### config.mk
export PLATFORM = sky130hd
export DESIGN_NAME = cordic_sweep_ctrl
export DESIGN_NICKNAME = d
export VERILOG_FILES = /design/src/rtl/cordic_sweep_ctrl.sv
export SDC_FILE = /design/constraint.sdc
export NUM_CORES = 1
export LEC_CHECK = 0
export CORE_UTILIZATION = 25
export CTS_CLUSTER_SIZE = 8
export DETAILED_ROUTE_END_ITERATION = 10
export SYNTH_ARGS = -nofsm -noshare
export SYNTH_HDL_FRONTEND = slang
export SYNTH_SLANG_ARGS = --single-unit
export TNS_END_PERCENT = 1
### constraint.sdc
create_clock -name clock -period 5.7 [get_ports clock]
set_clock_uncertainty 0.15 [all_clocks]
set_input_delay 1.71 -clock clock [delete_from_list [all_inputs] [get_ports clock]]
set_output_delay 1.71 -clock clock [all_outputs]
set_load 0.01 [all_outputs]
### src/rtl/cordic_sweep_ctrl.sv
// Frequency-sweep sequencer for the CORDIC sin/cos generator: settle, dwell, step.
// Optional `define SWEEP_TRIANGLE_EN makes looped sweeps bounce between start and stop.
module cordic_sweep_ctrl #(
  parameter int FREQ_WIDTH    = 12,
  parameter int DWELL_WIDTH   = 16,
  parameter int SETTLE_CYCLES = 16,
  parameter int IDX_WIDTH     = 12
) (
  input  logic                   clock,
  input  logic                   resetn,
  input  logic                   start,
  input  logic                   abort,
  input  logic [FREQ_WIDTH-1:0]  cfg_start_freq,
  input  logic [FREQ_WIDTH-1:0]  cfg_stop_freq,
  input  logic [FREQ_WIDTH-1:0]  cfg_step,
  input  logic [DWELL_WIDTH-1:0] cfg_dwell,
  input  logic                   cfg_loop,
  output logic [FREQ_WIDTH-1:0]  freq,
  output logic                   busy,
  output logic                   sample_en,
  output logic [IDX_WIDTH-1:0]   step_idx,
  output logic                   done
);

  localparam int SCW = (SETTLE_CYCLES > 1) ? $clog2(SETTLE_CYCLES) : 1;
  localparam int CW  = (SCW > DWELL_WIDTH) ? SCW : DWELL_WIDTH;
  localparam logic [CW-1:0] SETTLE_LOAD = CW'(SETTLE_CYCLES - 1);

  typedef enum logic [2:0] {S_IDLE, S_SETTLE, S_DWELL, S_STEP, S_DONE} state_t;

  state_t                 state_q, state_d;
  logic [CW-1:0]          cnt_q, cnt_d;
  logic [FREQ_WIDTH-1:0]  freq_q, freq_d;
  logic [IDX_WIDTH-1:0]   idx_q, idx_d;
  logic                   busy_q, busy_d;
  logic                   sample_en_q, sample_en_d;
  logic                   done_q, done_d;
  logic [FREQ_WIDTH-1:0]  start_f_q, start_f_d;
  logic [FREQ_WIDTH-1:0]  stop_f_q, stop_f_d;
  logic [FREQ_WIDTH-1:0]  step_f_q, step_f_d;
  logic [DWELL_WIDTH-1:0] dwell_q, dwell_d;
  logic                   loop_q, loop_d;
`ifdef SWEEP_TRIANGLE_EN
  logic                   dir_q, dir_d;   // 1 = sweeping down
`endif

  logic [FREQ_WIDTH:0] up_sum, dn_diff;
  logic                up_ok, dn_ok;
  logic [CW-1:0]       dwell_load;

  // One extra bit catches carry-out (up) and borrow (down) so freq never wraps.
  assign up_sum  = {1'b0, freq_q} + {1'b0, step_f_q};
  assign dn_diff = {1'b0, freq_q} - {1'b0, step_f_q};
  assign up_ok   = (step_f_q != '0) && !up_sum[FREQ_WIDTH] && (up_sum <= {1'b0, stop_f_q});
  assign dn_ok   = (step_f_q != '0) && !dn_diff[FREQ_WIDTH] &&
                   (dn_diff[FREQ_WIDTH-1:0] >= start_f_q);
  assign dwell_load = (dwell_q == '0) ? '0 : CW'(dwell_q - DWELL_WIDTH'(1));

  always_comb begin
    state_d   = state_q;
    cnt_d     = cnt_q;
    freq_d    = freq_q;
    idx_d     = idx_q;
    start_f_d = start_f_q;
    stop_f_d  = stop_f_q;
    step_f_d  = step_f_q;
    dwell_d   = dwell_q;
    loop_d    = loop_q;
`ifdef SWEEP_TRIANGLE_EN
    dir_d     = dir_q;
`endif
    case (state_q)
      S_IDLE: begin
        if (start && !abort) begin
          start_f_d = cfg_start_freq;
          stop_f_d  = cfg_stop_freq;
          step_f_d  = cfg_step;
          dwell_d   = cfg_dwell;
          loop_d    = cfg_loop;
          freq_d    = cfg_start_freq;
          idx_d     = '0;
          cnt_d     = SETTLE_LOAD;
          state_d   = S_SETTLE;
`ifdef SWEEP_TRIANGLE_EN
          dir_d     = 1'b0;
`endif
        end
      end
      S_SETTLE: begin
        if (cnt_q == '0) begin
          cnt_d   = dwell_load;
          state_d = S_DWELL;
        end else begin
          cnt_d = cnt_q - CW'(1);
        end
      end
      S_DWELL: begin
        if (cnt_q == '0) state_d = S_STEP;
        else             cnt_d   = cnt_q - CW'(1);
      end
      S_STEP: begin
        cnt_d   = SETTLE_LOAD;
        state_d = S_SETTLE;
`ifdef SWEEP_TRIANGLE_EN
        if (dir_q ? dn_ok : up_ok) begin
          freq_d = dir_q ? dn_diff[FREQ_WIDTH-1:0] : up_sum[FREQ_WIDTH-1:0];
          idx_d  = idx_q + IDX_WIDTH'(1);
        end else if (loop_q && (dir_q ? up_ok : dn_ok)) begin
          // Reverse straight to the next point so the endpoint is not dwelt twice.
          freq_d = dir_q ? up_sum[FREQ_WIDTH-1:0] : dn_diff[FREQ_WIDTH-1:0];
          idx_d  = idx_q + IDX_WIDTH'(1);
          dir_d  = ~dir_q;
        end else if (loop_q) begin
          freq_d = start_f_q;
          idx_d  = '0;
          dir_d  = 1'b0;
        end else begin
          state_d = S_DONE;
        end
`else
        if (up_ok) begin
          freq_d = up_sum[FREQ_WIDTH-1:0];
          idx_d  = idx_q + IDX_WIDTH'(1);
        end else if (loop_q) begin
          freq_d = start_f_q;
          idx_d  = '0;
        end else begin
          state_d = S_DONE;
        end
`endif
      end
      S_DONE:  state_d = S_IDLE;
      default: state_d = S_IDLE;
    endcase

    if (abort && state_q != S_IDLE) begin
      state_d = S_IDLE;
      freq_d  = '0;
      idx_d   = '0;
      cnt_d   = '0;
`ifdef SWEEP_TRIANGLE_EN
      dir_d   = 1'b0;
`endif
    end

    sample_en_d = (state_d == S_DWELL);
    busy_d      = (state_d != S_IDLE);
    done_d      = (state_d == S_DONE);
  end

  always_ff @(posedge clock or negedge resetn) begin
    if (!resetn) begin
      state_q     <= S_IDLE;
      cnt_q       <= '0;
      freq_q      <= '0;
      idx_q       <= '0;
      busy_q      <= 1'b0;
      sample_en_q <= 1'b0;
      done_q      <= 1'b0;
      start_f_q   <= '0;
      stop_f_q    <= '0;
      step_f_q    <= '0;
      dwell_q     <= '0;
      loop_q      <= 1'b0;
`ifdef SWEEP_TRIANGLE_EN
      dir_q       <= 1'b0;
`endif
    end else begin
      state_q     <= state_d;
      cnt_q       <= cnt_d;
      freq_q      <= freq_d;
      idx_q       <= idx_d;
      busy_q      <= busy_d;
      sample_en_q <= sample_en_d;
      done_q      <= done_d;
      start_f_q   <= start_f_d;
      stop_f_q    <= stop_f_d;
      step_f_q    <= step_f_d;
      dwell_q     <= dwell_d;
      loop_q      <= loop_d;
`ifdef SWEEP_TRIANGLE_EN
      dir_q       <= dir_d;
`endif
    end
  end

  assign freq      = freq_q;
  assign busy      = busy_q;
  assign sample_en = sample_en_q;
  assign step_idx  = idx_q;
  assign done      = done_q;

endmodule

**After elaboration in Yosys (flattened, before gate mapping)**

Cells that the tools add are included.

- Flip-flop bits (word level): 99
- Input bits: 57
- Output and inout port bits: 27
- Logic and storage cells: 65

- Add/sub/neg operators: 4
- $lt $le $gt $ge: 1
- Equal/unequal tests: 8
- Multiplexer cells: 23
- Reduce and logical (&&, ||, !) cells: 17

Operators with widths:

| kind | count |
|---|---|
| two-way mux 12 bit | 8 |
| two-way mux 16 bit | 5 |
| one-hot mux 16 bit (4 select lines) | 1 |
| one-hot mux 12 bit (2 select lines) | 2 |
| zero test 16 bit | 2 |
| subtractor 16 x 1 -> 16 bit, second input constant | 2 |
| two-way mux 3 bit | 6 |
| adder 12 x 12 -> 13 bit | 1 |
| less-or-equal comparator 13 x 12 -> 1 bit | 1 |
| adder 12 x 1 -> 12 bit, second input constant | 1 |
| one-hot mux 3 bit (4 select lines) | 1 |
| nonzero test 12 bit | 1 |
| == test 3 x 2 -> 1 bit, second input constant | 3 |
| nonzero test 3 bit | 3 |
| != test 3 bit, second input constant | 2 |
| AND reduction 3 bit | 2 |
| nonzero test 5 bit | 1 |
| logical AND 1 bit | 4 |
| != test 4 bit, second input constant | 1 |
| == test 3 x 1 -> 1 bit, second input constant | 1 |
| == test 3 bit, second input constant | 1 |
| zero test 3 bit | 1 |
| zero test 1 bit | 2 |
| AND reduction 2 bit | 1 |

**Depth between registers and ports, before layout**

Gate-level depths: netlist of the first run.

- Word-level depth: 8
- Mapped depth: 18
- Depth with buffers taken out: 16

**Worst setup path after synthesis of the first run**

Ideal clock, no wire load.

- Kind: reg-to-reg
- Start: register freq_q[0], in the netlist freq[0]
- End: register freq_q[2], in the netlist freq[2]
- Library setup time: 121 ps
- Arrival: 3629 ps
- Data required time: 5429 ps
- Setup slack: 1800 ps
- Stages on the path, launching flop included: 19
- Path buffers: 2
- Period minus slack after synthesis: 3900 ps
- Path through: dfrtp_1 ha_1 inv_1 fa_1 nor2b_1 o31a_1 o2111ai_1 nand2_1 xor2_1 ha_1 a21o_1 a21oi_1 o211ai_1 o21ai_1 a211oi_1 or2_1 clkbuf_1 buf_2 a22o_1

- Longest elaborated chain between the ends: 7
- Elaborated cells between the ends (all ways): 10
- Classes of those cells: 1 x add/sub; 1 x order compare; 1 x eq/ne; 3 x mux; 4 x reduce/logical

Ends and longest elaborated chain:

| item | RTL line | RTL |
|---|---|---|
| start, declared | 33 | `logic [FREQ_WIDTH-1:0] freq_q, freq_d;` |
| start signal, assigned | 171 | `freq_q <= freq_d;` |
| adder 12 x 12 -> 13 bit (*) | 52 | `assign up_sum = {1'b0, freq_q} + {1'b0, step_f_q};` |
| parallel branches: the longest is 6 deep, another holds less-or-equal comparator 13 x 12 -> 1 bit | - |  |

Mark *: on every way between the ends.
A chain may end at the register's enable or synchronous reset.

**Worst setup path after layout of the first run**

- Start: register freq_q[0], in the netlist freq[0]
- End: register idx_q[7], in the netlist step_idx[7]

- Longest elaborated chain between the ends: 7
- Elaborated cells between the ends (all ways): 10
- Classes of those cells: 1 x add/sub; 1 x order compare; 1 x eq/ne; 3 x mux; 4 x reduce/logical

Ends and longest elaborated chain:

| item | RTL line | RTL |
|---|---|---|
| adder 12 x 12 -> 13 bit (*) | 52 |  |
| parallel branches: the longest is 2 deep, another holds less-or-equal comparator 13 x 12 -> 1 bit | - |  |
| logical AND 1 bit (*) | 54 | `assign up_ok = (step_f_q != '0) && !up_sum[FREQ_WIDTH] && (up_sum <= {1'b0, stop_f_q});` |
| two-way mux 12 bit | 121 | `if (up_ok) begin` |
| one-hot mux 12 bit (2 select lines) | 72 | `case (state_q)` |
| two-way mux 12 bit | 136 | `if (abort && state_q != S_IDLE) begin` |
| end signal, assigned | 172 | `idx_q <= idx_d;` |
| end, declared | 34 | `logic [IDX_WIDTH-1:0] idx_q, idx_d;` |

Marks and branches as above.

==> results of run 1 <==
==> registers in the layout (all words and copies together) (netlist names) <==
register	flops
busy	1
cnt_q	16
done	1
dwell_q	16
freq	12
loop_q	1
sample_en	1
start_f_q	12
state_q	3
step_f_q	12
step_idx	12
stop_f_q	12
==> cell families after synthesis <==
logic type,synth area share (%)
AO/OA/AOI/OAI,18.6
XOR/XNOR,4.38
adder cells (fa/ha/maj),6.39
buffers and inverters,3.11
flip-flops,42.7
multiplexers,11.0
AND/OR/NAND/NOR,13.8
==> cells in the mapped netlist, types with 4 or more instances <==
cell type	number
sky130_fd_sc_hd__a211o_1	5
sky130_fd_sc_hd__a211oi_1	11
sky130_fd_sc_hd__a21o_1	7
sky130_fd_sc_hd__a21oi_1	17
sky130_fd_sc_hd__a22o_1	22
sky130_fd_sc_hd__a31oi_1	9
sky130_fd_sc_hd__and3_1	10
sky130_fd_sc_hd__clkbuf_1	16
sky130_fd_sc_hd__dfrtp_1	99
sky130_fd_sc_hd__ha_1	28
sky130_fd_sc_hd__inv_1	26
sky130_fd_sc_hd__mux2_2	53
sky130_fd_sc_hd__mux2i_1	4
sky130_fd_sc_hd__nand2_1	28
sky130_fd_sc_hd__nand2b_1	5
sky130_fd_sc_hd__nand3_1	21
sky130_fd_sc_hd__nor2_1	29
sky130_fd_sc_hd__nor3_1	14
sky130_fd_sc_hd__nor4_1	9
sky130_fd_sc_hd__o211ai_1	4
sky130_fd_sc_hd__o21a_1	4
sky130_fd_sc_hd__o21ai_0	29
sky130_fd_sc_hd__o21ai_1	6
sky130_fd_sc_hd__o22ai_1	8
sky130_fd_sc_hd__o31ai_1	6
sky130_fd_sc_hd__or3_1	7
sky130_fd_sc_hd__xnor2_1	22
sky130_fd_sc_hd__xor2_1	7
==> where the power goes <==
group,total [mW],internal [mW],switching (mW)
clock network,0.596,0.322,0.274
logic,2.03,0.871,1.16
registers,1.13,0.920,0.214
==> metal layers <==
metal  share of wire (%)  track usage (%)  routed length (um)  up-vias
met5                   0                0                   0        -
met4                 1.1             4.71                 167        0
met3                 3.9             2.05                 611       12
met2                  47             21.7                7300       97
met1                  48             18.6                7560     2268
li1                    -                -                   -     2275
==> final cells by class <==
class | instances | area (um2) | area share (%)
flip-flops and latches | 99 | 2480 | 34.2
clock buffers | 13 | 260 | 3.59
clock inverters | 3 | 21.3 | 0.294
inverters | 26 | 97.6 | 1.35
well taps | 285 | 357 | 4.93
repair buffers | 90 | 881 | 12.2
multi-input cells | 418 | 3150 | 43.4
==> critical path, stage by stage (launching register included) <==
cell and delay (ps):
sky130_fd_sc_hd__dfrtp_1 400, sky130_fd_sc_hd__ha_1 210, sky130_fd_sc_hd__inv_1 60, sky130_fd_sc_hd__fa_1 400, sky130_fd_sc_hd__nor2b_1 160, sky130_fd_sc_hd__o31a_1 240
sky130_fd_sc_hd__o2111ai_1 150, sky130_fd_sc_hd__nand2_1 90, sky130_fd_sc_hd__xor2_1 250, sky130_fd_sc_hd__ha_1 300, sky130_fd_sc_hd__a21o_1 180, sky130_fd_sc_hd__a21oi_1 190
sky130_fd_sc_hd__o211ai_1 130, sky130_fd_sc_hd__o21a_1 360, sky130_fd_sc_hd__nor3_2 860, sky130_fd_sc_hd__a211oi_1 160, sky130_fd_sc_hd__o21ai_0 230
==> stage by stage <==
stage | utilization, % | instance area [um2]
floorplan | - | 5800
global placement | 30.6 | 6960
detailed placement | 30.6 | 6960
CTS | 31.9 | 7240
global route | 31.9 | 7240
finish | 31.9 | 7240
==> path summary, 6_finish.rpt <==
path                          startpoint            end  slack, ps  cells after the start
max                              freq[0]    step_idx[7]       1080                     16
min                        start_f_q[11]  start_f_q[11]        340                      2
max reg2reg                      freq[0]    step_idx[7]       1080                     16
min reg2reg                start_f_q[11]  start_f_q[11]        340                      2
max in group asynchronous         resetn    step_idx[7]       3090                      2
min in group asynchronous         resetn    step_f_q[2]       1280                      1
==> results_dict.tcl, run 1 <==
set metrics [dict create \
    run_status "finished, final reports clean" \
    f_max_mhz 217 \
    die_h_um 154 \
    tritoncts "yes" \
    netlist_instances 563 \
    drt_pass1_iterations 5 \
    synth_nets 649 \
    max_cap_viol 0 \
    fin_setup_tns_ps 0 \
    synth_area_leaders "sky130_fd_sc_hd__dfrtp_1, sky130_fd_sc_hd__mux2_2, sky130_fd_sc_hd__ha_1, sky130_fd_sc_hd__a22o_1, sky130_fd_sc_hd__xnor2_1" \
    place_hpwl_um 11600 \
    wl_um 15600 \
    io_buffer_count 83 \
    routedWlPerCell_um 16.7 \
    timing.critical_path.from_type "flip-flop" \
    data_arrival_time_of_the_worst_path_ps 4730 \
    first_global_vias 4674 \
    timing.hold.worst.class "flip-flop to flip-flop" \
    cts-htree-levels 3 \
    num_antenna_cells 0 \
    fp-row-count 55 \
    hold_viol 0 \
    cts_buffers 9 \
    ctsHoldBuffers 0 \
    drive_gt1_share_pct 13.4 \
    detail-route-antenna-nets 0 \
    final.setup.worst_slack_ps 1080 \
    layout_common_cells "sky130_fd_sc_hd__dfrtp_1, sky130_fd_sc_hd__clkdlybuf4s50_1, sky130_fd_sc_hd__mux2_2, sky130_fd_sc_hd__nor2_1, sky130_fd_sc_hd__o21ai_0" \
    synth_largest_area_cell "sky130_fd_sc_hd__dfrtp_1" \
    grt_usage_pct 13.6 \
    post_cts_resized 0 \
    worstSkewPairLatency_ps 360 \
    largest_net_degree_at_the_start_of_global_routing 60 \
    antenna_found_initial 0 \
    finalCriticalPeriod_ps 4620 \
    ir_worst_vdd_v 0.000311 \
    synth-seq-area-share_pct 42.7 \
    required_ps 5810 \
    cts.clk_slew.worst_paths_ps 70 \
    drt_iter0_drc 267 \
    cp_max_fo 17 \
    core-area_um2 22700 \
    cp-end-kind "flip-flop" \
    fp.dieW_um 154 \
    yosysWarningCount 0 \
    post_synth_num_cell_types 63 \
    drc_errors 0 \
    grt_setup_unrepaired "no" \
    nets 730 \
    design_power_total_mw 3.76 \
    static-leakage-power_nw 3.02 \
    final_setup_fails 0 \
    synthesis.area_per_instance_um2 10.3 \
    grt_pass1_wl_um 25300 \
    yosys_top_cell_area_share_pct 42.7 \
    finalCritPeriodShare_pct 81.0 \
    initial_core_util_pct 25.5 \
    finalHoldWorstSlack_ps 338 \
    numClockSinks 99 \
    placedCellCount 918 \
    worstMarginPinSlew_ps 1060 \
    synthesis.area_um2 5800 \
    clockBufferDepth 2 \
    crit_type "flip-flop to flip-flop" \
    area.growth.synth_to_final_pct 24.9 \
    io_pins 84 \
    number_of_synthesized_flops_with_an_enable_pin 0 \
    report.final.slew_viol_count 0 \
    postCtsSetupBuffers 0 \
    mostFrequentLayoutCell "sky130_fd_sc_hd__dfrtp_1" \
    ctsRootBufferMaster "sky130_fd_sc_hd__clkbuf_16" \
    postSynth.asyncResetShare_pct 100 \
    synth_ff_type "sky130_fd_sc_hd__dfrtp_1" \
    layout.cells.non_filler 934 \
    slew_headroom_pct 28.8 \
    grt_ovf 0 \
    gpl.final_weighted_congestion 0.815 \
    die_area_um2 23800 \
    powerDensity_nw_per_um2 519 \
    num_vias 4652 \
    drt-vias-per-instance 4.98 \
    fillCellCount 2357 \
    dpl_worst_slack_ps 1140 \
    count_of_state_elements_after_synthesis 99 \
]
Note: power is estimated with default switching activity, not from simulation.
==> inputs of run 2 (changes only) <==
==> constraint.sdc (replaced) <==
create_clock -name clock -period 4.4 [get_ports clock]
set_clock_uncertainty 0.15 [all_clocks]
set_input_delay 1.32 -clock clock [delete_from_list [all_inputs] [get_ports clock]]
set_output_delay 1.32 -clock clock [all_outputs]
set_load 0.01 [all_outputs]
==> results_dict.tcl, run 2 (synthesis gave the netlist of run 1 again) <==
set metrics [dict create \
    drt_pass1_iterations 4 \
    grt_ovf 0 \
    final_setup_fails 0 \
    tritoncts "yes" \
    cts.clk_slew.worst_paths_ps 70 \
    min_path_cells 1 \
    fp.dieW_um 154 \
    cts_buffers 9 \
    worstReg2RegStart "step_f_q[0]" \
    core-area_um2 22700 \
    cp_max_fo 10 \
    num_vias 4743 \
    cts-htree-levels 3 \
    ctsHoldBuffers 0 \
    finalCriticalPeriod_ps 4220 \
    multi_input_area_um2 3150 \
    postCtsSetupBuffers 0 \
    numClockSinks 99 \
    fillCellCount 2345 \
    worstSkewPairLatency_ps 350 \
    drc_errors 0 \
    data_arrival_time_of_the_worst_path_ps 4360 \
    min_from "start_f_q[3]" \
    finalHoldWorstSlack_ps 350 \
    largest_net_degree_at_the_start_of_global_routing 100 \
    fp-row-count 55 \
    timing.critical_path.from_type "flip-flop" \
    grt_setup_unrepaired "yes" \
    drive_gt1_share_pct 14.3 \
    first_global_vias 4686 \
    static-leakage-power_nw 3.05 \
    slew_headroom_pct 40.3 \
    gpl.final_weighted_congestion 0.873 \
    detail-route-antenna-nets 0 \
    required_ps 4540 \
    ctsRootBufferMaster "sky130_fd_sc_hd__clkbuf_16" \
    drt_iter0_drc 246 \
    num_antenna_cells 0 \
    nets 733 \
    ff2ff_setup_slack_ps 180 \
    worstMarginPinSlew_ps 888 \
    hold_viol 0 \
    die_h_um 154 \
    wl_um 15800 \
    holdPathEnd "start_f_q[3]" \
    grt_pass1_wl_um 25700 \
    io_pins 84 \
    cp-end-kind "flip-flop" \
    place_hpwl_um 11700 \
    design_power_total_mw 4.96 \
    mostFrequentLayoutCell "sky130_fd_sc_hd__dfrtp_1" \
    f_max_mhz 237 \
    drt-vias-per-instance 5.06 \
    crit_type "flip-flop to flip-flop" \
    max_cap_viol 0 \
    area.growth.synth_to_final_pct 25.9 \
    die_area_um2 23800 \
    post_cts_resized 0 \
    powerDensity_nw_per_um2 679 \
    initial_core_util_pct 25.5 \
    finalCritPeriodShare_pct 96.0 \
    reg_top3 "cnt_q (16), dwell_q (16)" \
    clockBufferDepth 2 \
    layout_common_cells "sky130_fd_sc_hd__dfrtp_1, sky130_fd_sc_hd__clkdlybuf4s50_1, sky130_fd_sc_hd__mux2_2, sky130_fd_sc_hd__nor2_1, sky130_fd_sc_hd__o21ai_0" \
    timing.hold.worst.class "flip-flop to flip-flop" \
    r2r_cells 16 \
    run_status "finished, final reports clean" \
    fin_area_um2 7300 \
    io_buffer_count 83 \
    routedWlPerCell_um 16.8 \
    antenna_found_initial 0 \
    seq_area_um2 2480 \
    grt_usage_pct 13.7 \
    worstReg2RegEnd "freq[6]" \
    dpl-instance-area_um2 6990 \
    ir_worst_vdd_v 0.000292 \
    report.final.slew_viol_count 0 \
]
[run 2: stage by stage]
step	utilization (%)	setup slack, ps	cells	TNS (ps)
global placement	30.8	234	921	0
detailed placement	30.8	225	921	0
CTS	32.1	212	937	0
finish	32.1	176	937	0
floorplan	-	500	563	0
global route	32.1	-114	937	-883
[run 2: worst max path at each step]
stage                     start     endpoint
floorplan               freq[0]      freq[2]
global placement        freq[1]         busy
detailed placement      freq[1]  step_idx[0]
CTS                     freq[1]  step_idx[0]
global route        step_f_q[0]      freq[6]
finish              step_f_q[0]      freq[6]
[run 2: cell type report]
type                            count  share of cell area [%]
Multi-Input combinational cell    418                    43.1
Tap cell                          285                    4.89
Sequential cell                    99                    33.9
Inverter                           26                    1.34
Timing Repair Buffer               93                    12.5
Clock inverter                      4                   0.668
Clock buffer                       12                    3.51
[run 2: critical path, cell delays in order (launching register included)]
cell and delay [ps]:
sky130_fd_sc_hd__dfrtp_1 380, sky130_fd_sc_hd__ha_1 200, sky130_fd_sc_hd__inv_1 60, sky130_fd_sc_hd__fa_1 390, sky130_fd_sc_hd__nor2b_1 150, sky130_fd_sc_hd__o31a_1 230
sky130_fd_sc_hd__o2111ai_1 150, sky130_fd_sc_hd__nand2_1 90, sky130_fd_sc_hd__xor2_1 240, sky130_fd_sc_hd__ha_1 290, sky130_fd_sc_hd__a21o_1 180, sky130_fd_sc_hd__a21oi_1 190
sky130_fd_sc_hd__o211ai_1 130, sky130_fd_sc_hd__o21ai_1 210, sky130_fd_sc_hd__a211oi_1 170, sky130_fd_sc_hd__nor3_2 670, sky130_fd_sc_hd__a32o_1 260
[run 2: where the power goes]
group          leakage [nW]  switching [mW]  internal [mW]  total, mW
logic                  1.67            1.52           1.15       2.67
clock network         0.153           0.346          0.471      0.818
registers              1.23           0.282           1.19       1.47
[run 2: layer usage]
layer | GRT usage [%] | part of all wire (%)
met1 | 18.5 | 47
met2 | 22.6 | 48
met3 | 2.27 | 3.1
met4 | 3.82 | 1.1
met5 | 0 | 0
==> inputs of run 3 (changes only) <==
--- a/config.mk
+++ b/config.mk
@@ -5,6 +5,7 @@
 export SDC_FILE = /design/constraint.sdc
 export NUM_CORES = 1
 export LEC_CHECK = 0
+export CORE_ASPECT_RATIO = 1.2
 export CORE_UTILIZATION = 25
 export CTS_CLUSTER_SIZE = 8
 export DETAILED_ROUTE_END_ITERATION = 10
==> results_dict.tcl, run 3 (synthesis gave the netlist of run 1 again) <==
set metrics [dict create \
    grt_usage_pct 14.0 \
    clockBufferDepth 2 \
    r2r_cells 15 \
    timing.critical_path.from_type "flip-flop" \
    tritoncts "yes" \
    final_setup_fails 0 \
    numClockSinks 99 \
    die_area_um2 23800 \
    grt_pass1_wl_um 25800 \
    cp-end-kind "flip-flop" \
    grt_most_used_layer "met2" \
    finalCritPeriodShare_pct 92.0 \
    gr-usage-met2_pct 24.0 \
    num_vias 4764 \
    largest_net_degree_at_the_start_of_global_routing 81 \
    layout_common_cells "sky130_fd_sc_hd__dfrtp_1, sky130_fd_sc_hd__clkdlybuf4s50_1, sky130_fd_sc_hd__mux2_2, sky130_fd_sc_hd__nor2_1, sky130_fd_sc_hd__o21ai_0" \
    die_h_um 169 \
    run_status "finished, final reports clean" \
    finalCriticalPeriod_ps 4050 \
    use_met1_pct 17.1 \
    dpl-instance-area_um2 7030 \
    design_power_total_mw 4.93 \
    reg_top3 "cnt_q (16), dwell_q (16)" \
    f_max_mhz 247 \
    drt-vias-per-instance 4.94 \
    fin_setup_tns_ps 0 \
    hold_viol 0 \
    data_arrival_time_of_the_worst_path_ps 4200 \
    ctsRootBufferMaster "sky130_fd_sc_hd__clkbuf_16" \
    drive_gt1_share_pct 14.7 \
    cp_max_fo 16 \
    ctsHoldBuffers 0 \
    timing.hold.worst.class "flip-flop to flip-flop" \
    drt_pass1_iterations 4 \
    io_pins 84 \
    fin_area_um2 7320 \
    ff2ff_setup_slack_ps 350 \
    ir_worst_vdd_v 0.000456 \
    grt_setup_unrepaired "no" \
    gr-usage-met3_pct 2.89 \
    io_buffer_count 83 \
    report.final.slew_viol_count 0 \
    routedWlPerCell_um 16.8 \
    worstMarginPinSlew_ps 1060 \
    max_cap_viol 0 \
    grt_ovf 0 \
    initial_core_util_pct 25.7 \
    slew_headroom_pct 29.6 \
    mostFrequentLayoutCell "sky130_fd_sc_hd__dfrtp_1" \
    nets 735 \
    first_global_vias 4740 \
    area.growth.synth_to_final_pct 26.3 \
    core-area_um2 22600 \
    drc_errors 0 \
    drt_iter0_drc 205 \
    crit_type "flip-flop to flip-flop" \
    fp-row-count 60 \
    num_antenna_cells 0 \
    required_ps 4550 \
    detail-route-antenna-nets 0 \
    gpl.final_weighted_congestion 0.874 \
    static-leakage-power_nw 3.05 \
    cts_buffers 9 \
    wl_um 16200 \
    cts-htree-levels 3 \
    antenna_found_initial 0 \
    fp.dieW_um 141 \
    place_hpwl_um 11900 \
    cts.clk_slew.worst_paths_ps 70 \
    min_path_cells 1 \
    powerDensity_nw_per_um2 673 \
    worstSkewPairLatency_ps 360 \
]
[run 3: layout make-up]
| cell class | count | area (um2) |
|---|---|---|
| clock buffers | 9 | 225 |
| clock inverters | 7 | 58.8 |
| fillers | 2324 | 15300 |
| inverters | 26 | 97.6 |
| multi-input cells | 418 | 3160 |
| flip-flops and latches | 99 | 2480 |
| well taps | 310 | 388 |
| repair buffers | 95 | 918 |
[run 3: layer usage]
layer	vias up	wire length, um	share of wire [%]
li1	2279	-	-
met1	2352	7100	44
met2	111	8130	50
met3	22	592	3.7
met4	0	366	2.3
met5	-	0	0
[run 3: final timing paths]
check | to | startpoint
min in group asynchronous | sample_en | resetn
max in group asynchronous | start_f_q[2] | resetn
min reg2reg | start_f_q[3] | start_f_q[3]
max reg2reg | step_idx[0] | freq[1]
max | step_idx[0] | freq[1]
min | start_f_q[3] | start_f_q[3]
[run 3: metrics by stage]
stage / cells / setup slack, ps / hold WS [ps] / util, %
finish: 964 / 354 / 355 / 32.4
global route: 964 / 42.9 / 368 / 32.4
CTS: 964 / 222 / 355 / 32.4
detailed placement: 948 / 263 / 338 / 31.1
global placement: 948 / 317 / 328 / 31.1
floorplan: 563 / 500 / 294 / -
[run 3: repair_timing]
item | CTS | global route
resized for setup | 0 | 4
endpoints found under the setup margin | 0 | 17
buffers inserted | 0 | 0
[run 3: worst max-delay path: stages, from the launching register on]
cell and delay (ps):
sky130_fd_sc_hd__dfrtp_1 430, sky130_fd_sc_hd__ha_1 330, sky130_fd_sc_hd__a211oi_1 270, sky130_fd_sc_hd__o21ai_0 200, sky130_fd_sc_hd__nand3_1 130, sky130_fd_sc_hd__a21oi_1 90
sky130_fd_sc_hd__or3_1 380, sky130_fd_sc_hd__and2_1 180, sky130_fd_sc_hd__ha_1 290, sky130_fd_sc_hd__nand3_1 90, sky130_fd_sc_hd__nor4_1 60, sky130_fd_sc_hd__a21oi_1 150
sky130_fd_sc_hd__o21ai_1 110, sky130_fd_sc_hd__a211oi_1 570, sky130_fd_sc_hd__or2_4 380, sky130_fd_sc_hd__mux2_2 190
[run 3: where the power goes]
part | switching (mW) | internal, mW | total, mW
clock | 0.392 | 0.394 | 0.786
sequential | 0.284 | 1.19 | 1.48
combinational | 1.52 | 1.15 | 2.67
total | 2.19 | 2.73 | 4.93
